$ cat src/rtl/avion_pkg.sv
// Shared definitions for the avion memory arbiter.
// Default geometry, lock limit and port identifiers.
package avion_pkg;

    localparam int AVION_ADDRESS_WIDTH = 6;
    localparam int AVION_DATA_WIDTH    = 10;
    localparam int AVION_LOCK_MAX      = 8;

    typedef enum logic {
        PORT_A = 1'b0,
        PORT_B = 1'b1
    } port_t;

endpackage

$ cat src/rtl/avion_rr_arb2.sv
// Two-port round-robin arbiter with bounded lock.
// Grants are combinational; history and lock state are registered.
module avion_rr_arb2
    import avion_pkg::*;
#(
    parameter int LOCK_MAX = AVION_LOCK_MAX
) (
    input  logic clk,
    input  logic rst,
    input  logic a_req,
    input  logic a_lock,
    input  logic b_req,
    input  logic b_lock,
    output logic a_gnt,
    output logic b_gnt
);

    localparam int CW = $clog2(LOCK_MAX + 1);

    port_t          last_gnt;
    port_t          lock_port;
    logic           lock_vld;
    logic [CW-1:0]  lock_cnt;

    logic  own_req;
    logic  oth_req;
    logic  expired;
    logic  hold;
    port_t gnt_port;
    logic  gnt_lock;

    always_comb begin
        own_req = (lock_port == PORT_A) ? a_req : b_req;
        oth_req = (lock_port == PORT_A) ? b_req : a_req;
        expired = (lock_cnt >= CW'(LOCK_MAX));
        // Lock holds unless it has run its course and the other side waits.
        hold    = lock_vld && own_req && !(expired && oth_req);
        a_gnt   = 1'b0;
        b_gnt   = 1'b0;
        if (rst) begin
            a_gnt = 1'b0;
            b_gnt = 1'b0;
        end else if (hold) begin
            a_gnt = (lock_port == PORT_A);
            b_gnt = (lock_port == PORT_B);
        end else if (a_req && b_req) begin
            a_gnt = (last_gnt == PORT_B);
            b_gnt = (last_gnt == PORT_A);
        end else begin
            a_gnt = a_req;
            b_gnt = b_req;
        end
        gnt_port = a_gnt ? PORT_A : PORT_B;
        gnt_lock = a_gnt ? a_lock : b_lock;
    end

    always_ff @(posedge clk) begin
        if (rst) begin
            last_gnt  <= PORT_B;
            lock_port <= PORT_A;
            lock_vld  <= 1'b0;
            lock_cnt  <= '0;
        end else if (a_gnt || b_gnt) begin
            last_gnt <= gnt_port;
            if (gnt_lock) begin
                lock_vld  <= 1'b1;
                lock_port <= gnt_port;
                if (lock_vld && lock_port == gnt_port) begin
                    lock_cnt <= expired ? lock_cnt : lock_cnt + CW'(1);
                end else begin
                    lock_cnt <= CW'(1);
                end
            end else begin
                lock_vld <= 1'b0;
                lock_cnt <= '0;
            end
        end else begin
            lock_vld <= 1'b0;
            lock_cnt <= '0;
        end
    end

endmodule

$ cat src/rtl/avion_mem_arbiter.sv
// CPU / debug-loader arbiter in front of a single-port RAM.
// Muxes the granted request onto the RAM and returns read data a cycle later.
module avion_mem_arbiter
    import avion_pkg::*;
#(
    parameter int ADDRESS_WIDTH = AVION_ADDRESS_WIDTH,
    parameter int DATA_WIDTH    = AVION_DATA_WIDTH,
    parameter int LOCK_MAX      = AVION_LOCK_MAX
) (
    input  logic                     clk,
    input  logic                     rst,
    input  logic                     a_req,
    input  logic                     a_we,
    input  logic                     a_lock,
    input  logic [ADDRESS_WIDTH-1:0] a_addr,
    input  logic [DATA_WIDTH-1:0]    a_wdata,
    output logic                     a_gnt,
    output logic                     a_rvalid,
    output logic [DATA_WIDTH-1:0]    a_rdata,
    input  logic                     b_req,
    input  logic                     b_we,
    input  logic                     b_lock,
    input  logic [ADDRESS_WIDTH-1:0] b_addr,
    input  logic [DATA_WIDTH-1:0]    b_wdata,
    output logic                     b_gnt,
    output logic                     b_rvalid,
    output logic [DATA_WIDTH-1:0]    b_rdata,
    output logic                     ram_we,
    output logic [ADDRESS_WIDTH-1:0] ram_addr,
    output logic [DATA_WIDTH-1:0]    ram_wdata,
    input  logic [DATA_WIDTH-1:0]    ram_rdata
);

    logic a_rd_q;
    logic b_rd_q;

    avion_rr_arb2 #(
        .LOCK_MAX (LOCK_MAX)
    ) u_arb (
        .clk    (clk),
        .rst    (rst),
        .a_req  (a_req),
        .a_lock (a_lock),
        .b_req  (b_req),
        .b_lock (b_lock),
        .a_gnt  (a_gnt),
        .b_gnt  (b_gnt)
    );

    always_comb begin
        ram_we    = 1'b0;
        ram_addr  = '0;
        ram_wdata = '0;
        if (a_gnt) begin
            ram_we    = a_we;
            ram_addr  = a_addr;
            ram_wdata = a_wdata;
        end else if (b_gnt) begin
            ram_we    = b_we;
            ram_addr  = b_addr;
            ram_wdata = b_wdata;
        end
    end

    always_ff @(posedge clk) begin
        if (rst) begin
            a_rd_q <= 1'b0;
            b_rd_q <= 1'b0;
        end else begin
            a_rd_q <= a_gnt && !a_we;
            b_rd_q <= b_gnt && !b_we;
        end
    end

    // A read launched just before reset must not surface while rst is high.
    always_comb begin
        a_rvalid = a_rd_q && !rst;
        b_rvalid = b_rd_q && !rst;
        a_rdata  = a_rvalid ? ram_rdata : '0;
        b_rdata  = b_rvalid ? ram_rdata : '0;
    end

endmodule

$ cat config.mk
export PLATFORM = sky130hd
export DESIGN_NAME = avion_mem_arbiter
export DESIGN_NICKNAME = d
export VERILOG_FILES = /design/src/rtl/avion_pkg.sv /design/src/rtl/avion_rr_arb2.sv /design/src/rtl/avion_mem_arbiter.sv
export SDC_FILE = /design/constraint.sdc
export NUM_CORES = 1
export LEC_CHECK = 0
export ABC_AREA = 1
export BUFFER_PORTS_ARGS = -buffer_cell sky130_fd_sc_hd__buf_4
export CORE_UTILIZATION = 33
export CTS_CLUSTER_DIAMETER = 40
export DETAILED_ROUTE_END_ITERATION = 7
export HOLD_SLACK_MARGIN = 0.02
export PLACE_DENSITY = 0.72
export SLEW_MARGIN = 20
export SYNTH_ARGS = -nofsm -noshare
export SYNTH_HDL_FRONTEND = slang
export SYNTH_HIERARCHICAL = 1
export SYNTH_SLANG_ARGS = --single-unit
$ cat constraint.sdc
create_clock -name clk -period 1.55 [get_ports clk]
set_clock_uncertainty 0.2 [all_clocks]
set_input_delay 0.155 -clock clk [delete_from_list [all_inputs] [get_ports clk]]
set_output_delay 0.155 -clock clk [all_outputs]
set_load 0.02 [all_outputs]
* After elaboration in Yosys (flattened, before gate mapping)
Index checks and enable logic that the tools add are counted.
Widths: inputs -> output; s select.
** Word-level totals
- Word-level logic and storage cells :: 55
- Register bits :: 9
- Bits of input ports :: 50
** Operators by class
- Bitwise operators :: 5
- Reductions and logical operators :: 18
- Equality and inequality tests :: 2
- Add/sub/neg operators :: 1
- Muxes and demuxes :: 21
- Magnitude comparators :: 1
** Operators by type and width (count)
- $mux 10 :: 4
- $mux 1 :: 15
- $mux 6 :: 2
- $logic_and 1x1->1 :: 9
- $not 1->1 :: 5
- $add 4x1->4 const B :: 1
- $ge 4x4->1 const B :: 1
- $logic_not 1->1 :: 4
- $reduce_or 4->1 :: 1
- $reduce_or 3->1 :: 1
- $ne 2x2->1 const B :: 1
- $reduce_and 2->1 :: 1
- $reduce_or 2->1 :: 1
- $eq 1x1->1 :: 1
- $logic_or 1x1->1 :: 1

* Longest topological paths before layout
Gate-level depths: netlist of the first run.
- Depth in word-level cells :: 11
- Depth in mapped cells :: 13

* Cells and area by module
The synthesis of the first run kept the hierarchy.
** By module, submodules not included
- avion_mem_arbiter :: area each 545.5 um^2, cells an instance 99, times used 1, seq. area each 40.0 um^2
- avion_rr_arb2 :: area each 421.7 um^2, cells an instance 62, times used 1, seq. area each 140.1 um^2

* Worst setup path before layout of the first run
No wires, ideal clock.
- Path kind :: flip-flop to output port
- Start point :: reg u_arb.lock_port
- End point :: out ram_addr[0]
- Required time :: 1.195 ns
- Arrival time :: 1.559 ns
- Path buffers :: 2
- Path slack :: -0.364 ns
- Cell stages (with the launch flop) :: 13
- Cell sequence :: dfxtp_1 > inv_1 > nand2_1 > nand3_2 > nand2_1 > nand2_1 > nand2_2 > nand2_1 > inv_1 > buf_4 > buf_12 > nand3_2 > nand2_1
** On the way
- Longest elaborated chain between the ends :: 8
- Elaborated cells between the ends (all ways) :: 13
** RTL lines
- start: declaration :: RTL line avion_rr_arb2.sv:21 : port_t lock_port;
- start signal: assignment :: RTL line avion_rr_arb2.sv:67 : lock_port <= gnt_port;
- $mux 1 :: RTL line avion_rr_arb2.sv:34 : oth_req = (lock_port == PORT_A) ? b_req : a_req;
- $logic_and 1x1->1 :: RTL line avion_rr_arb2.sv:37 : hold = lock_vld && own_req && !(expired && oth_req);
- $logic_not 1->1 :: RTL line avion_rr_arb2.sv:37
- $logic_and 1x1->1 :: RTL line avion_rr_arb2.sv:37
- $mux 1 * :: RTL line avion_rr_arb2.sv:43 : end else if (hold) begin
- $mux 1 * :: RTL line avion_rr_arb2.sv:40 : if (rst) begin
- named net b_gnt :: RTL line avion_mem_arbiter.sv:25 : output logic b_gnt,
- $mux 6 * :: RTL line avion_mem_arbiter.sv:58 : end else if (b_gnt) begin
- $mux 6 * :: RTL line avion_mem_arbiter.sv:54 : if (a_gnt) begin
- end: declaration :: RTL line avion_mem_arbiter.sv:29 : output logic [ADDRESS_WIDTH-1:0] ram_addr,
The timed path passes the listed nets; every way through them passes the cells marked *.

* Worst setup path after layout of the first run
- Start point :: reg u_arb.lock_port
- End point :: out ram_addr[5]
** On the way
- Longest elaborated chain between the ends :: 8
- Elaborated cells between the ends (all ways) :: 13
** RTL lines (RTL line)
- $mux 1 :: avion_rr_arb2.sv:34
- $logic_and 1x1->1 :: avion_rr_arb2.sv:37
- $logic_not 1->1 :: avion_rr_arb2.sv:37
- $logic_and 1x1->1 :: avion_rr_arb2.sv:37
- $mux 1 :: avion_rr_arb2.sv:43
- $mux 1 :: avion_rr_arb2.sv:40
- $mux 6 :: avion_mem_arbiter.sv:58
- $mux 6 * :: avion_mem_arbiter.sv:54
Mark *: on every way between the ends. The rest lies on a longest branch, timed or not.

==> impl_results.md, run 1 <==
* Synth Area in XOR/XNOR at 1.81%
* H-Tree Depth at 1
* #FFs+latches synth at 9
* Setup-failing EPs final at 28
* Total GRT Usage at 25.0%
* Post-Syn Nets at 213
* R2r setup slk at -0.45 ns
* Initial antenna violation count at 0
* Arr. time, crit path at 1.76 ns
* Detailed-route via count at 1570
* Clk slew on worst S/H paths at 0.06 ns
* Die H at 56.1 um
* Diodes inserted at 0
* Commonest cells after routing, fill and taps aside: 88 x buf_4, 25 x buf_6, 24 x inv_1, 22 x nor2_1, 21 x nand2_2
* Largest net degree at the start of global routing at 19
* Root Driver: clkbuf_4
* P_leak at 1.23 nW
* Critical path fanouts, max at 6
* Starting density of the core at 35.1%
* Inserted Clock Buffers at 3
* Slew Viols, Final at 0
* Place WS at -0.312 ns
* Yosys warning count at 6
* Worst Setup End Kind: output port
* CTS Buffer Depth at 2
* Worst skew pair latency at 0.26 ns
* Fmax at 473 MHz
* Layout Cells excl Fill at 311
* Storage cell area at 184 um2
* Hold Buf Count CTS at 4
* Core area at 2760 um2
* Fillcell total at 156
* Peak supply drop at 0.548 mV
* DRT iter0 DRCs at 77
* Vias in the first global route at 1501
* Pwr dens at 455 nW/um2
* Netlist cell types at 21
* RSZ-0062 raised after global routing: yes
* Syn avg cell area at 6.01 um2
* Gr ovfl total at 0
* Largest family of logic cells by synthesized area: simple AND/OR/NAND/NOR gates
* Drt first pass iters at 4
* Final ANT Viol Nets at 0
* Die area at 3150 um2
* Startpoint Class: flop
* Synthesized instance count at 161
* # Max-Cap Violations at 0
* Final nets at 333
* Tmin final at 2.12 ns
* Final hold vios at 1
* Dpl cells at 284
* Slew HR at 84.6%
* Status: finished with violations
* CP Class: reg -> out
* Tcrit/Tclk final at 136%
* DRC viols at 0
* Routed WL at 4950 um
* CTS tree: done
* Die W at 56.1 um
* Most common cell after layout, fill and taps aside: buf_4
* Compound-Gate Fraction of Synth Area at 3.10%
* Setup ws final at -0.565 ns
* Adder-cell share of the synthesized area at 2.59%
* Detailed Place HPWL at 2390 um
* WP data required at 1.19 ns
* DR WL/cell at 15.9 um
* Worst hold path type: in -> reg
* Cell area after synthesis at 967 um2
* Mux cell area share after synthesis at 0%
* Worst-Margin Slew at 0.228 ns
* First-pass GRT wire length at 6390 um
* GPL Wtd Cong at 0.787
* Area Growth Syn to Fin at 146%
* IO buf count at 90
* Layout cells sized above 1 at 70.7%
* Multi-input logic area at 926 um2
* CTS Sinks at 9
* Via/cell ratio at 5.05
* Post-Synth Simple-Gate Area at 52.8%
* Post-synthesis sequential area ratio at 18.6%
* Hold_ws at -0.0747 ns
* Std cell rows at 19
* Ports at 91
* Failing checks: negative hold slack, negative setup slack
## flip-flops by register name (all words and copies together) (netlist names)
signal,flops
a_rd_q,1
u_arb/last_gnt,1
u_arb/lock_vld,1
b_rd_q,1
u_arb/lock_cnt,4
u_arb/lock_port,1
## synth_stat cells
| cell type | count | share of area, % |
|---|---|---|
| nand2_1 | 51 | 20 |
| nor2_1 | 26 | 10 |
| inv_1 | 25 | 9.7 |
| nand3_1 | 12 | 6.2 |
| nand3_2 | 12 | 12 |
| dfxtp_1 | 9 | 19 |
| buf_4 | 4 | 3.1 |
| inv_2 | 3 | 1.2 |
| a21oi_1 | 2 | 1.0 |
| buf_12 | 2 | 4.1 |
| ha_1 | 2 | 2.6 |
| nand2_2 | 2 | 1.3 |
| nand4_1 | 2 | 1.3 |
| xor2_1 | 2 | 1.8 |
| buf_6 | 1 | 1.2 |
| inv_4 | 1 | 0.65 |
| inv_8 | 1 | 1.2 |
| nor3_4 | 1 | 1.7 |
| o211ai_1 | 1 | 0.78 |
| o21ai_0 | 1 | 0.52 |
| o31ai_1 | 1 | 0.78 |
## final cells by class
type,instances,share of cell area [%]
timing repair buffer,119,43.0
tap,31,1.63
sequential,9,7.74
clock buffer,4,1.11
multi-input combinational,115,39.0
inverter,30,6.21
timing repair inverter,3,1.32
## per-layer routing
metal | up-vias | global-route usage (%) | share of wire (%)
li1 | 726 | - | -
met1 | 723 | 26.1 | 36
met2 | 99 | 46.9 | 51
met3 | 22 | 5.35 | 7.9
met4 | 0 | 11.8 | 4.9
met5 | - | 0 | 0
## through the flow
| step | hold WS, ns | total power, mW | setup TNS [ns] | cell area (um2) | utilization (%) |
|---|---|---|---|---|---|
| after floorplan | 0.0220 | 0.497 | -2.47 | 1100 | - |
| after global placement | 0.136 | 0.692 | -3.92 | 1820 | 66.0 |
| after detailed placement | 0.135 | 0.696 | -4.99 | 1820 | 66.0 |
| after CTS | -0.0969 | 0.981 | -9.90 | 2190 | 79.4 |
| after global routing | -0.0922 | 1.13 | -14.03 | 2380 | 86.2 |
| final | -0.0747 | 1.08 | -12.14 | 2380 | 86.2 |
## path summary, 6_finish.rpt
kind / start / to / depth (start not counted)
worst min register to register: u_arb/lock_cnt[2] / u_arb/lock_cnt[2] / 4
worst max-delay path: u_arb/lock_port / ram_addr[5] / 11
worst max register to register: u_arb/lock_port / u_arb/lock_cnt[0] / 14
worst min-delay path: rst / a_rd_q / 2
## power by group
| part | leakage, nW | internal (mW) | switching, mW |
|---|---|---|---|
| registers | 0.0741 | 0.241 | 0.00952 |
| clock network | 0.0150 | 0.0993 | 0.0827 |
| logic | 1.14 | 0.314 | 0.334 |
| total | 1.23 | 0.655 | 0.426 |
## what timing repair did
action | 4_1_cts | 5_1_grt
endpoints found under the setup margin | 25 | 37
endpoints found under the hold margin | 5 | 1
resized for setup | 49 | 41
cloned | 2 | 1
buffers inserted | 16 | 1
pin swaps | 11 | 16
## worst max-delay path: stages, from the launching register on
cell,delay (ns)
dfxtp_4,0.37
inv_1,0.07
nand2_2,0.09
nand3_4,0.10
nand2_4,0.11
nand2_4,0.07
nand3_4,0.12
clkinv_8,0.11
buf_12,0.15
nand2_1,0.09
nand2_2,0.07
buf_6,0.13
## logic make-up (layout without fill, tap and decap cells)
| logic type | Yosys count | after routing |
|---|---|---|
| xor+xnor | 2 | 2 |
| buf+inv | 37 | 156 |
| fa+ha+maj | 2 | 2 |
| flops | 9 | 9 |
| simple gates | 106 | 106 |
| compound gates | 5 | 5 |
No activity file was read; power rests on OpenSTA's default activity.
==> inputs of run 2 (changes only) <==
--- a/config.mk
+++ b/config.mk
@@ -5,9 +5,8 @@
 export SDC_FILE = /design/constraint.sdc
 export NUM_CORES = 1
 export LEC_CHECK = 0
-export ABC_AREA = 1
 export BUFFER_PORTS_ARGS = -buffer_cell sky130_fd_sc_hd__buf_4
-export CORE_UTILIZATION = 33
+export CORE_UTILIZATION = 32
 export CTS_CLUSTER_DIAMETER = 40
 export DETAILED_ROUTE_END_ITERATION = 7
 export HOLD_SLACK_MARGIN = 0.02
==> run 2 against run 1 <==
  * The run ends with negative setup slack left
  * Clock-buffer cell count shrank 1
  * Core utilization grew 1.1 points
  * Synthesized cell count shrank 33%
  * Via count shrank 14%
  * Critical path type unchanged
  * Largest cell class unchanged
==> impl_results.md, run 2 <==
* Root Driver: clkbuf_4 (unchanged)
* Synth top area share at 20.0% (was 19.8%)
* Die W at 55.1 um (was 56.1 um)
* Most frequent cell after synthesis: and2_1 (was nand2_1)
* Dpl cells at 241 (was 284)
* Netlist cell types at 34 (was 21)
* CP top delay family: simple AND/OR/NAND/NOR gates (unchanged)
* Hold_ws at 0.0264 ns (was -0.0747 ns)
* Reg2reg start: u_arb/lock_port (unchanged)
* DR WL/cell at 15.7 um (was 15.9 um)
* GPL Wtd Cong at 0.806 (was 0.787)
* CP cell instances: nor4bb_4, a31oi_2, and3_4, nor2b_4, buf_12, a22o_4, buf_6 (was inv_1, nand2_2, nand3_4, nand2_4, nand2_4, nand3_4, clkinv_8, buf_12, nand2_1, nand2_2, buf_6)
* Ranking of synthesized cells by area: dfxtp_1 20%, and2_1 14%, a22o_1 11%, buf_6 5.0%, a22o_2 4.4% (was nand2_1 20%, dfxtp_1 19%, nand3_2 12%, nor2_1 10%, inv_1 9.7%)
* Clk slew on worst S/H paths at 0.07 ns (was 0.06 ns)
* Number of flops mapped to enable cells by yosys at 0 (unchanged)
* Commonest cells in the netlist: 20 x and2_1, 11 x a22o_1, 9 x dfxtp_1, 8 x nand2_1 (was 51 x nand2_1, 26 x nor2_1, 25 x inv_1, 12 x nand3_1, 12 x nand3_2)
* CP Class: reg -> out (unchanged)
* DRT iter0 DRCs at 22 (was 77)
* Critical path startpoint: u_arb/lock_cnt[3] (was u_arb/lock_port)
* Worst stage delay on the critical path at 0.36 ns (was 0.37 ns)
* Largest register by flop count: u_arb/lock_cnt (unchanged)
* Asr flop ratio synth at 0% (unchanged)
* Adder-cell share of the synthesized area at 2.77% (was 2.59%)
* First-pass GRT wire length at 5480 um (was 6390 um)
* CP max stage cell: dfxtp_4 (unchanged)
* Final ANT Viol Nets at 0 (unchanged)
* Post-Synth Simple-Gate Area at 35.0% (was 52.8%)
* Total GRT Usage at 26.1% (was 25.0%)
* Worst reg2reg path depth at 7 (was 14)
* Initial antenna violation count at 0 (unchanged)
* CP Depth at 7 (was 11)
* Synthesized instance count at 108 (was 161)
* Largest net degree at the start of global routing at 16 (was 19)
* WP data required at 1.19 ns (about the same)
* H-Tree Depth at 1 (unchanged)
* Status: finished with violations (unchanged)
* Worst Setup End Kind: output port (unchanged)
* Worst skew pair latency at 0.28 ns (was 0.26 ns)
* Tmin final at 2.26 ns (was 2.12 ns)
* Layout cells sized above 1 at 70.3% (was 70.7%)
* P_leak at 1.11 nW (was 1.23 nW)
* Fmax at 443 MHz (was 473 MHz)
* Area Growth Syn to Fin at 148% (was 146%)
* Slew Viols, Final at 0 (unchanged)
* DRC viols at 0 (unchanged)
* CTS Buffer Depth at 2 (unchanged)
* Worst hold path depth at 3 (was 2)
* Hold path startpoint: a_lock (was rst)
* Die area at 3040 um2 (was 3150 um2)
* Arr. time, crit path at 1.90 ns (was 1.76 ns)
* Ports at 91 (unchanged)
* Slew HR at 69.9% (was 84.6%)
* Failing checks: negative setup slack (was negative hold slack, negative setup slack)
* Diodes inserted at 0 (unchanged)
* Syn avg cell area at 8.35 um2 (was 6.01 um2)
* Mux cell area share after synthesis at 1.11% (was 0%)
* RSZ-0062 raised after global routing: yes (unchanged)
* Routed WL at 4070 um (was 4950 um)
* IO buf count at 90 (unchanged)
* CTS tree: done (unchanged)
* Detailed Place HPWL at 2630 um (was 2390 um)
* Tcrit/Tclk final at 146% (was 136%)
* Cell area after synthesis at 902 um2 (was 967 um2)
* Final hold vios at 0 (was 1)
* Pwr dens at 460 nW/um2 (was 455 nW/um2)
* Synth Area in XOR/XNOR at 1.94% (was 1.81%)
* Number of buffers and inverters on the critical path at 2 (was 4)
* Die H at 55.1 um (was 56.1 um)
* Most common cell after layout, fill and taps aside: buf_4 (unchanged)
* Largest family of logic cells by synthesized area: simple AND/OR/NAND/NOR gates (unchanged)
* Vias in the first global route at 1251 (was 1501)
* Detailed-route via count at 1357 (was 1570)
* Compound-Gate Fraction of Synth Area at 29.4% (was 3.10%)
* Core area at 2570 um2 (was 2760 um2)
* CTS Sinks at 9 (unchanged)
* Commonest cells after routing, fill and taps aside: 89 x buf_4, 26 x buf_6, 20 x and2_1, 11 x a22o_4 (was 88 x buf_4, 25 x buf_6, 24 x inv_1, 22 x nor2_1, 21 x nand2_2)
* Std cell rows at 18 (was 19)
* Yosys warning count at 6 (unchanged)
* Critical path fanouts, max at 15 (was 6)
* Post-Syn Nets at 160 (was 213)
* Inserted Clock Buffers at 3 (unchanged)
* # Max-Cap Violations at 0 (unchanged)
* Via/cell ratio at 5.24 (was 5.05)
* Final nets at 282 (was 333)
* #FFs+latches synth at 9 (unchanged)
* Storage cell area at 189 um2 (was 184 um2)
* Fillcell total at 129 (was 156)
* Drt first pass iters at 4 (unchanged)
* Worst-Margin Slew at 0.446 ns (was 0.228 ns)
* Post-synthesis sequential area ratio at 20.0% (was 18.6%)
* Cell taking the most area after synthesis: dfxtp_1 (was nand2_1)
* Primary FF master, synth: dfxtp_1 (unchanged)
* Peak supply drop at 0.368 mV (was 0.548 mV)
* Max reg flops at 4 (unchanged)
* Layout Cells excl Fill at 259 (was 311)
* Setup-failing EPs final at 27 (was 28)
* Multi-input logic area at 858 um2 (was 926 um2)
* Worst hold path type: in -> reg (unchanged)
* Gr ovfl total at 0 (unchanged)
* Starting density of the core at 35.1% (about the same)
* Setup ws final at -0.707 ns (was -0.565 ns)
* Startpoint Class: flop (unchanged)
==> run 2: changes by cell type in the layout (fill, tap and decap cells not counted), sizes merged, moves of 4 or more <==
cell   previous run  this run
nand3            24         1
nor2             26         2
inv              30         4
nor2b             0         6
buf             115       120
nand2            53         8
and2              0        20
a22o              0        15
o21ai             1         5
==> run 2: final cells by class <==
type | instances | share of cell area [%]
Timing Repair Buffer | 125 | 49.7
Multi-Input combinational cell | 87 | 38.3
Sequential cell | 9 | 8.43
Tap cell | 30 | 1.68
Clock buffer | 3 | 1.01
Inverter | 4 | 0.670
Clock inverter | 1 | 0.223
==> run 2: per-stage QoR <==
step                      TNS, ns  power, mW  worst slack, ns  util [%]  instance area (um2)
after floorplan             -5.31      0.481           -0.352         -                 1060
after global placement      -6.73      0.697           -0.326      72.9                 1870
after detailed placement    -7.87      0.709           -0.385      72.9                 1870
after CTS                  -12.61      0.978           -0.618      83.5                 2140
after global routing       -15.72       1.09           -0.743      87.3                 2240
final                      -14.57       1.03           -0.707      87.3                 2240
==> run 2: where the power goes <==
| group | leakage, nW | total [mW] | switching [mW] | internal [mW] |
|---|---|---|---|---|
| clock network | 0.0177 | 0.192 | 0.0967 | 0.0957 |
| logic | 1.02 | 0.583 | 0.241 | 0.342 |
| registers | 0.0754 | 0.255 | 0.0156 | 0.240 |
| total | 1.11 | 1.03 | 0.353 | 0.678 |
==> run 2: path summary, 6_finish.rpt <==
kind                             to  slack [ns]
setup / recovery        ram_addr[0]       -0.71
hold / removal       u_arb/lock_vld        0.03
setup reg to reg  u_arb/lock_cnt[3]       -0.35
hold reg to reg   u_arb/lock_cnt[3]        0.40
==> run 2: worst register-to-register path, cell delays in order (launching register included) <==
cell and delay [ns]:
dfxtp_4 0.37, buf_6 0.11, buf_6 0.09, buf_4 0.11, or4bb_1 0.50, o211a_1 0.18
nand2_1 0.16, nor3_2 0.07
==> run 2: cell families (layout without fill, tap and decap cells) <==
logic type	Yosys count	count (layout)
muxes	1	1
DFF	9	9
AOI/OAI and AO/OA	32	32
adders and majority gates	2	2
xor gates and xnor gates	2	2
and+or+nand+nor	50	50
buffers and inverters	12	133
==> run 2: per-layer routing <==
layer  global-route usage, %  wire length (um)  vias up
met1                    25.6              1390      598
met4                    13.3               122        0
met5                       0                 0        -
met2                    49.2              2090      109
met3                    7.10               465       15
li1                        -                 -      635
==> run 2: what timing repair did <==
action,CTS,global route
setup buffers,7,4
cloned,1,0
resized for setup,33,18
setup endpoints to repair,27,27
hold endpoints to repair,3,0
pin swaps,6,6
hold buffers,5,0
